### config.mk
export PLATFORM = sky130hd
export DESIGN_NAME = mesi_bus_arbiter
export DESIGN_NICKNAME = d
export VERILOG_FILES = /design/src/rtl/mesi_bus_arbiter.sv
export SDC_FILE = /design/constraint.sdc
export NUM_CORES = 1
export LEC_CHECK = 0
export ABC_AREA = 1
export BUFFER_PORTS_ARGS = -buffer_cell sky130_fd_sc_hd__buf_2
export CAP_MARGIN = 20
export CORE_ASPECT_RATIO = 1.4
export CORE_MARGIN = 10
export CORE_UTILIZATION = 30
export CTS_CLUSTER_DIAMETER = 80
export DETAILED_ROUTE_END_ITERATION = 10
export PLACE_DENSITY_LB_ADDON = 0.12
export SLEW_MARGIN = 0
export SYNTH_ARGS = -nofsm -noshare
export SYNTH_HDL_FRONTEND = slang
export SYNTH_SLANG_ARGS = --single-unit
export TNS_END_PERCENT = 100
### constraint.sdc
create_clock -name clk -period 2.3 [get_ports clk]
set_clock_uncertainty 0.1 [all_clocks]
set_input_delay 0.23 -clock clk [delete_from_list [all_inputs] [get_ports clk]]
set_output_delay 0.23 -clock clk [all_outputs]
set_load 0.01 [all_outputs]
### src/rtl/mesi_bus_arbiter.sv
// Two-cache MESI snooping bus arbiter: round-robin grant, address broadcast,
// snoop resolution, memory fill or cache-to-cache flush, then a done pulse.
module mesi_bus_arbiter #(
    parameter int MEM_LAT = 4
) (
    input  logic        clk,
    input  logic        rst,
    input  logic        req_1,
    input  logic        req_2,
    input  logic [1:0]  cmd_1,
    input  logic [1:0]  cmd_2,
    input  logic [31:0] addr_1,
    input  logic [31:0] addr_2,
    input  logic        snoop_hit,
    input  logic        snoop_dirty,
    input  logic        flush_done,
    output logic        gnt_1,
    output logic        gnt_2,
    output logic        bus_valid,
    output logic [1:0]  bus_cmd,
    output logic [31:0] bus_addr,
    output logic        bus_owner,
    output logic        flush_req,
    output logic        done_1,
    output logic        done_2,
    output logic        shared,
    output logic        c2c
);

    typedef enum logic [2:0] {
        IDLE  = 3'd0,
        ADDR  = 3'd1,
        SNOOP = 3'd2,
        MEM   = 3'd3,
        FLUSH = 3'd4,
        DONE  = 3'd5
    } state_t;

    localparam logic [1:0] CMD_RD   = 2'b00;
    localparam logic [1:0] CMD_UPGR = 2'b10;
    localparam logic [1:0] CMD_RSV  = 2'b11;
    localparam logic [3:0] MEM_LOAD = 4'(MEM_LAT - 1);

    state_t      state_q, state_d;
    logic        rr_q, rr_d;          // requester that wins the next tie (0 = cache 1)
    logic [3:0]  cnt_q, cnt_d;
    logic        hit_q, hit_d;
    logic        owner_q, owner_d;
    logic [1:0]  cmd_q, cmd_d;
    logic [31:0] addr_q, addr_d;

    logic gnt_1_q, gnt_1_d;
    logic gnt_2_q, gnt_2_d;
    logic bus_valid_q, bus_valid_d;
    logic flush_req_q, flush_req_d;
    logic done_1_q, done_1_d;
    logic done_2_q, done_2_d;
    logic shared_q, shared_d;
    logic c2c_q, c2c_d;

    logic is_read;

    always_ff @(posedge clk or posedge rst) begin
        if (rst) begin
            state_q     <= IDLE;
            rr_q        <= 1'b0;
            cnt_q       <= 4'd0;
            hit_q       <= 1'b0;
            owner_q     <= 1'b0;
            cmd_q       <= 2'b00;
            addr_q      <= 32'd0;
            gnt_1_q     <= 1'b0;
            gnt_2_q     <= 1'b0;
            bus_valid_q <= 1'b0;
            flush_req_q <= 1'b0;
            done_1_q    <= 1'b0;
            done_2_q    <= 1'b0;
            shared_q    <= 1'b0;
            c2c_q       <= 1'b0;
        end else begin
            state_q     <= state_d;
            rr_q        <= rr_d;
            cnt_q       <= cnt_d;
            hit_q       <= hit_d;
            owner_q     <= owner_d;
            cmd_q       <= cmd_d;
            addr_q      <= addr_d;
            gnt_1_q     <= gnt_1_d;
            gnt_2_q     <= gnt_2_d;
            bus_valid_q <= bus_valid_d;
            flush_req_q <= flush_req_d;
            done_1_q    <= done_1_d;
            done_2_q    <= done_2_d;
            shared_q    <= shared_d;
            c2c_q       <= c2c_d;
        end
    end

    // Next-state logic; the owner's command/address are captured only at grant.
    always_comb begin
        state_d = state_q;
        rr_d    = rr_q;
        cnt_d   = cnt_q;
        hit_d   = hit_q;
        owner_d = owner_q;
        cmd_d   = cmd_q;
        addr_d  = addr_q;
        unique case (state_q)
            IDLE: begin
                if (req_1 || req_2) begin
                    owner_d = (req_1 && req_2) ? rr_q : req_2;
                    cmd_d   = owner_d ? cmd_2 : cmd_1;
                    addr_d  = owner_d ? addr_2 : addr_1;
                    state_d = ADDR;
                end
            end
            ADDR: state_d = SNOOP;
            SNOOP: begin
                hit_d = snoop_hit;
                if (cmd_q == CMD_UPGR) begin
                    state_d = DONE;
                end else if (snoop_dirty) begin
                    state_d = FLUSH;
                end else if (snoop_hit) begin
                    state_d = DONE;
                end else begin
                    state_d = MEM;
                    cnt_d   = MEM_LOAD;
                end
            end
            MEM: begin
                if (cnt_q == 4'd0) begin
                    state_d = DONE;
                end else begin
                    cnt_d = cnt_q - 4'd1;
                end
            end
            FLUSH: begin
                if (flush_done) begin
                    state_d = DONE;
                end
            end
            DONE: begin
                state_d = IDLE;
                rr_d    = ~owner_q;
            end
            default: state_d = IDLE;
        endcase
    end

    // Outputs are decoded from the next state so every port comes straight off a flop.
    always_comb begin
        is_read     = (cmd_d == CMD_RD) || (cmd_d == CMD_RSV);
        gnt_1_d     = (state_d != IDLE) && !owner_d;
        gnt_2_d     = (state_d != IDLE) && owner_d;
        bus_valid_d = (state_d == ADDR);
        flush_req_d = (state_d == FLUSH);
        done_1_d    = (state_d == DONE) && !owner_d;
        done_2_d    = (state_d == DONE) && owner_d;
        shared_d    = (state_d == DONE) && hit_d && is_read;
        c2c_d       = (state_d == DONE) &&
                      ((state_q == FLUSH) || ((state_q == SNOOP) && (cmd_q != CMD_UPGR)));
    end

    assign gnt_1     = gnt_1_q;
    assign gnt_2     = gnt_2_q;
    assign bus_valid = bus_valid_q;
    assign bus_cmd   = cmd_q;
    assign bus_addr  = addr_q;
    assign bus_owner = owner_q;
    assign flush_req = flush_req_q;
    assign done_1    = done_1_q;
    assign done_2    = done_2_q;
    assign shared    = shared_q;
    assign c2c       = c2c_q;

endmodule

==> results.cfg <==
[clocking]
clockBufferDepth = 2
numCtsBuffers = 5
clkSlewWorstSetupHoldPaths_ns = 0.07
cts_root_buf = clkbuf_16
cts_num_sinks = 52
cts_max_level = 2
cts_tree = built
clk_latency_ns = 0.29

[worst_setup_path]
r2r.worst_path.cells = 6
cp.arrival_ns = 1.80
critPathMaxFanout = 25
crit_required_ns = 2.42
path_class = flop to flop
start_kind = flop
end_kind = flop

[floorplanning]
ios = 118
num_rows = 41
core_area_um2 = 9030
dieWidth_um = 101
start_util_pct = 30.8
die_h_um = 134
dieArea_um2 = 13600

[timing]
whs_ns = 0.0925
period_minus_slack_ns = 1.68
fin_setup_tns_ns = 0
setup-violations-final = 0
relSlewSlack_pct = 64.6
rsz0062_at_grt = false
max_freq_mhz = 594
maxSlewViolCount = 0
tightestPinTransition_ns = 0.531
hold_violations = 0
post-route-period-util_pct = 73.2

[drt]
firstDrtPassIters = 4
drt_wl_total_um = 8660
post_drt_wl_per_cell_um = 16.0
num_vias = 2497
antenna_left = 0
drc_errors = 0
vias_per_cell = 4.62
drtIter0Drc = 75

[synthesis]
synth_area_per_cell_um2 = 8.83
synthDistinctLibCells = 33
synthesis.area_um2 = 2780
ys_seq_elements = 52
yosys_warnings = 0
ys_seq_area_share_pct = 46.8
syn_nets = 392
syn_inst = 315

[power_and_ir_drop]
p_leak_nw = 1.90
pwr-share-clk_pct = 19.0
swShare_pct = 41.9
pwr-share-comb_pct = 48.2
pwr_density_cell_nw_per_um2 = 1330
peakVddDrop_mv = 0.570
p_seq_share_pct = 32.8
power_switching_mw = 2.02
p_int_mw = 2.80

[global_route]
grt-ovfl-total = 0
first_global_vias = 2722
grt_pass1_wl_um = 13900
grtUsageTotal_pct = 12.8
grt_max_degree = 33
antenna_found_initial = 0

[hold_path]
min_path_type = input port to flop
hold_depth = 3

[cells_and_area]
drive_gt1_share_pct = 46.0
areaGrowthSynthToFinish_pct = 30.5
nets = 509
mostFrequentLayoutCell = buf_2
num_antenna_cells = 0
most-common-layout-cells = buf_2, nand2_1, dfrtp_1, nor2_1, o21ai_2

[status]
status = finished, final reports clean

[placed_design]
io_buffers = 117
dp_hpwl_um = 6560
place_congestion = 0.814

[run]
maxCapViolCount = 0
[per-stage QoR]
| step | utilization, % | std cells | cell area, um2 | power [mW] | setup slack [ns] |
|---|---|---|---|---|---|
| after floorplan | - | 315 | 2780 | 3.28 | 0.712 |
| after global placement | 38.1 | 531 | 3440 | 3.96 | 0.664 |
| after detailed placement | 38.1 | 531 | 3440 | 3.99 | 0.606 |
| after CTS | 40.2 | 540 | 3630 | 4.92 | 0.596 |
| after global routing | 40.2 | 540 | 3630 | 5.27 | 0.418 |
| final | 40.2 | 540 | 3630 | 4.82 | 0.617 |
[cell usage after synthesis, drive strengths merged]
library cell  instances  area, um2
a21oi                 2       10.0
a22oi                 1       7.51
buf                  10        104
clkbuf                5       26.3
dfrtp                52       1300
ha                    2       25.0
inv                  26        100
nand2                81        327
nand3                14        110
nand3b                2       15.0
nand4                 2       27.5
nor2                 46        203
nor3                  2       15.0
o21ai                66        473
o22ai                 1       12.5
o31ai                 1       7.51
xnor2                 2       17.5
[power groups by stage]
stage / sequential (mW) / combinational [mW] / clock (mW)
2_1_floorplan: 1.75 / 1.53 / 0
3_3_place_gp: 1.59 / 2.37 / 0
3_5_place_dp: 1.60 / 2.39 / 0
4_1_cts: 1.59 / 2.40 / 0.942
5_1_grt: 1.64 / 2.65 / 0.979
6_report: 1.58 / 2.32 / 0.916
[registers in the layout (all words and copies together) (netlist names), 2 cells and up]
name and cells:
state_q 3, cnt_q 4, bus_cmd 2, bus_addr 32
[cell type report]
cell class	count	area [um2]
clock buffers	7	153
clock inverters	1	30.0
flip-flops and latches	52	1300
multi-input cells	222	1250
repair buffers	125	661
inverters	26	100
well taps	107	134
fillers	945	5400
[worst max-delay path, cell delays in order, from the launching register on]
cell,delay [ns]
dfrtp_1,0.47
nor2_4,0.20
nand2_4,0.08
nor2_4,0.12
buf_4,0.33
o21ai_0,0.15
o21ai_1,0.14
[layer usage]
layer / GRT usage [%] / up-vias / share of wire [%]
met3: 3.50 / 11 / 5.7
met2: 22.1 / 62 / 53
met1: 14.4 / 1185 / 39
met5: 0 / - / 0
li1: - / 1239 / -
met4: 4.81 / 0 / 2.3
[path summary, 6_finish.rpt]
| check | end | from | slack [ns] |
|---|---|---|---|
| worst max-delay path | bus_addr[28]$_DFFE_PP0P_ | state_q[0]$_DFF_PP0_ | 0.62 |
| worst min-delay path | bus_addr[10]$_DFFE_PP0P_ | addr_2[10] | 0.09 |
| worst max register to register | bus_addr[28]$_DFFE_PP0P_ | state_q[0]$_DFF_PP0_ | 0.62 |
| worst min register to register | bus_addr[8]$_DFFE_PP0P_ | bus_addr[8]$_DFFE_PP0P_ | 0.38 |
| max in group asynchronous | bus_addr[5]$_DFFE_PP0P_ | rst | 1.10 |
| min in group asynchronous | bus_addr[0]$_DFFE_PP0P_ | rst | 0.42 |
[timing repair]
item,in CTS,in global routing
resized for setup,0,0
setup buffers,0,0
hold endpoints to repair,22,0
hold buffers,1,0
[cells by family after synthesis]
kind of cell    Yosys count  synth area share [%]
simple gates            147                  25.1
compound gates           71                  18.4
flops                    52                  46.8
buf+inv                  41                  8.28
xor+xnor                  2                 0.630
fa+ha+maj                 2                 0.900
No activity file was read; power rests on OpenSTA's default activity.
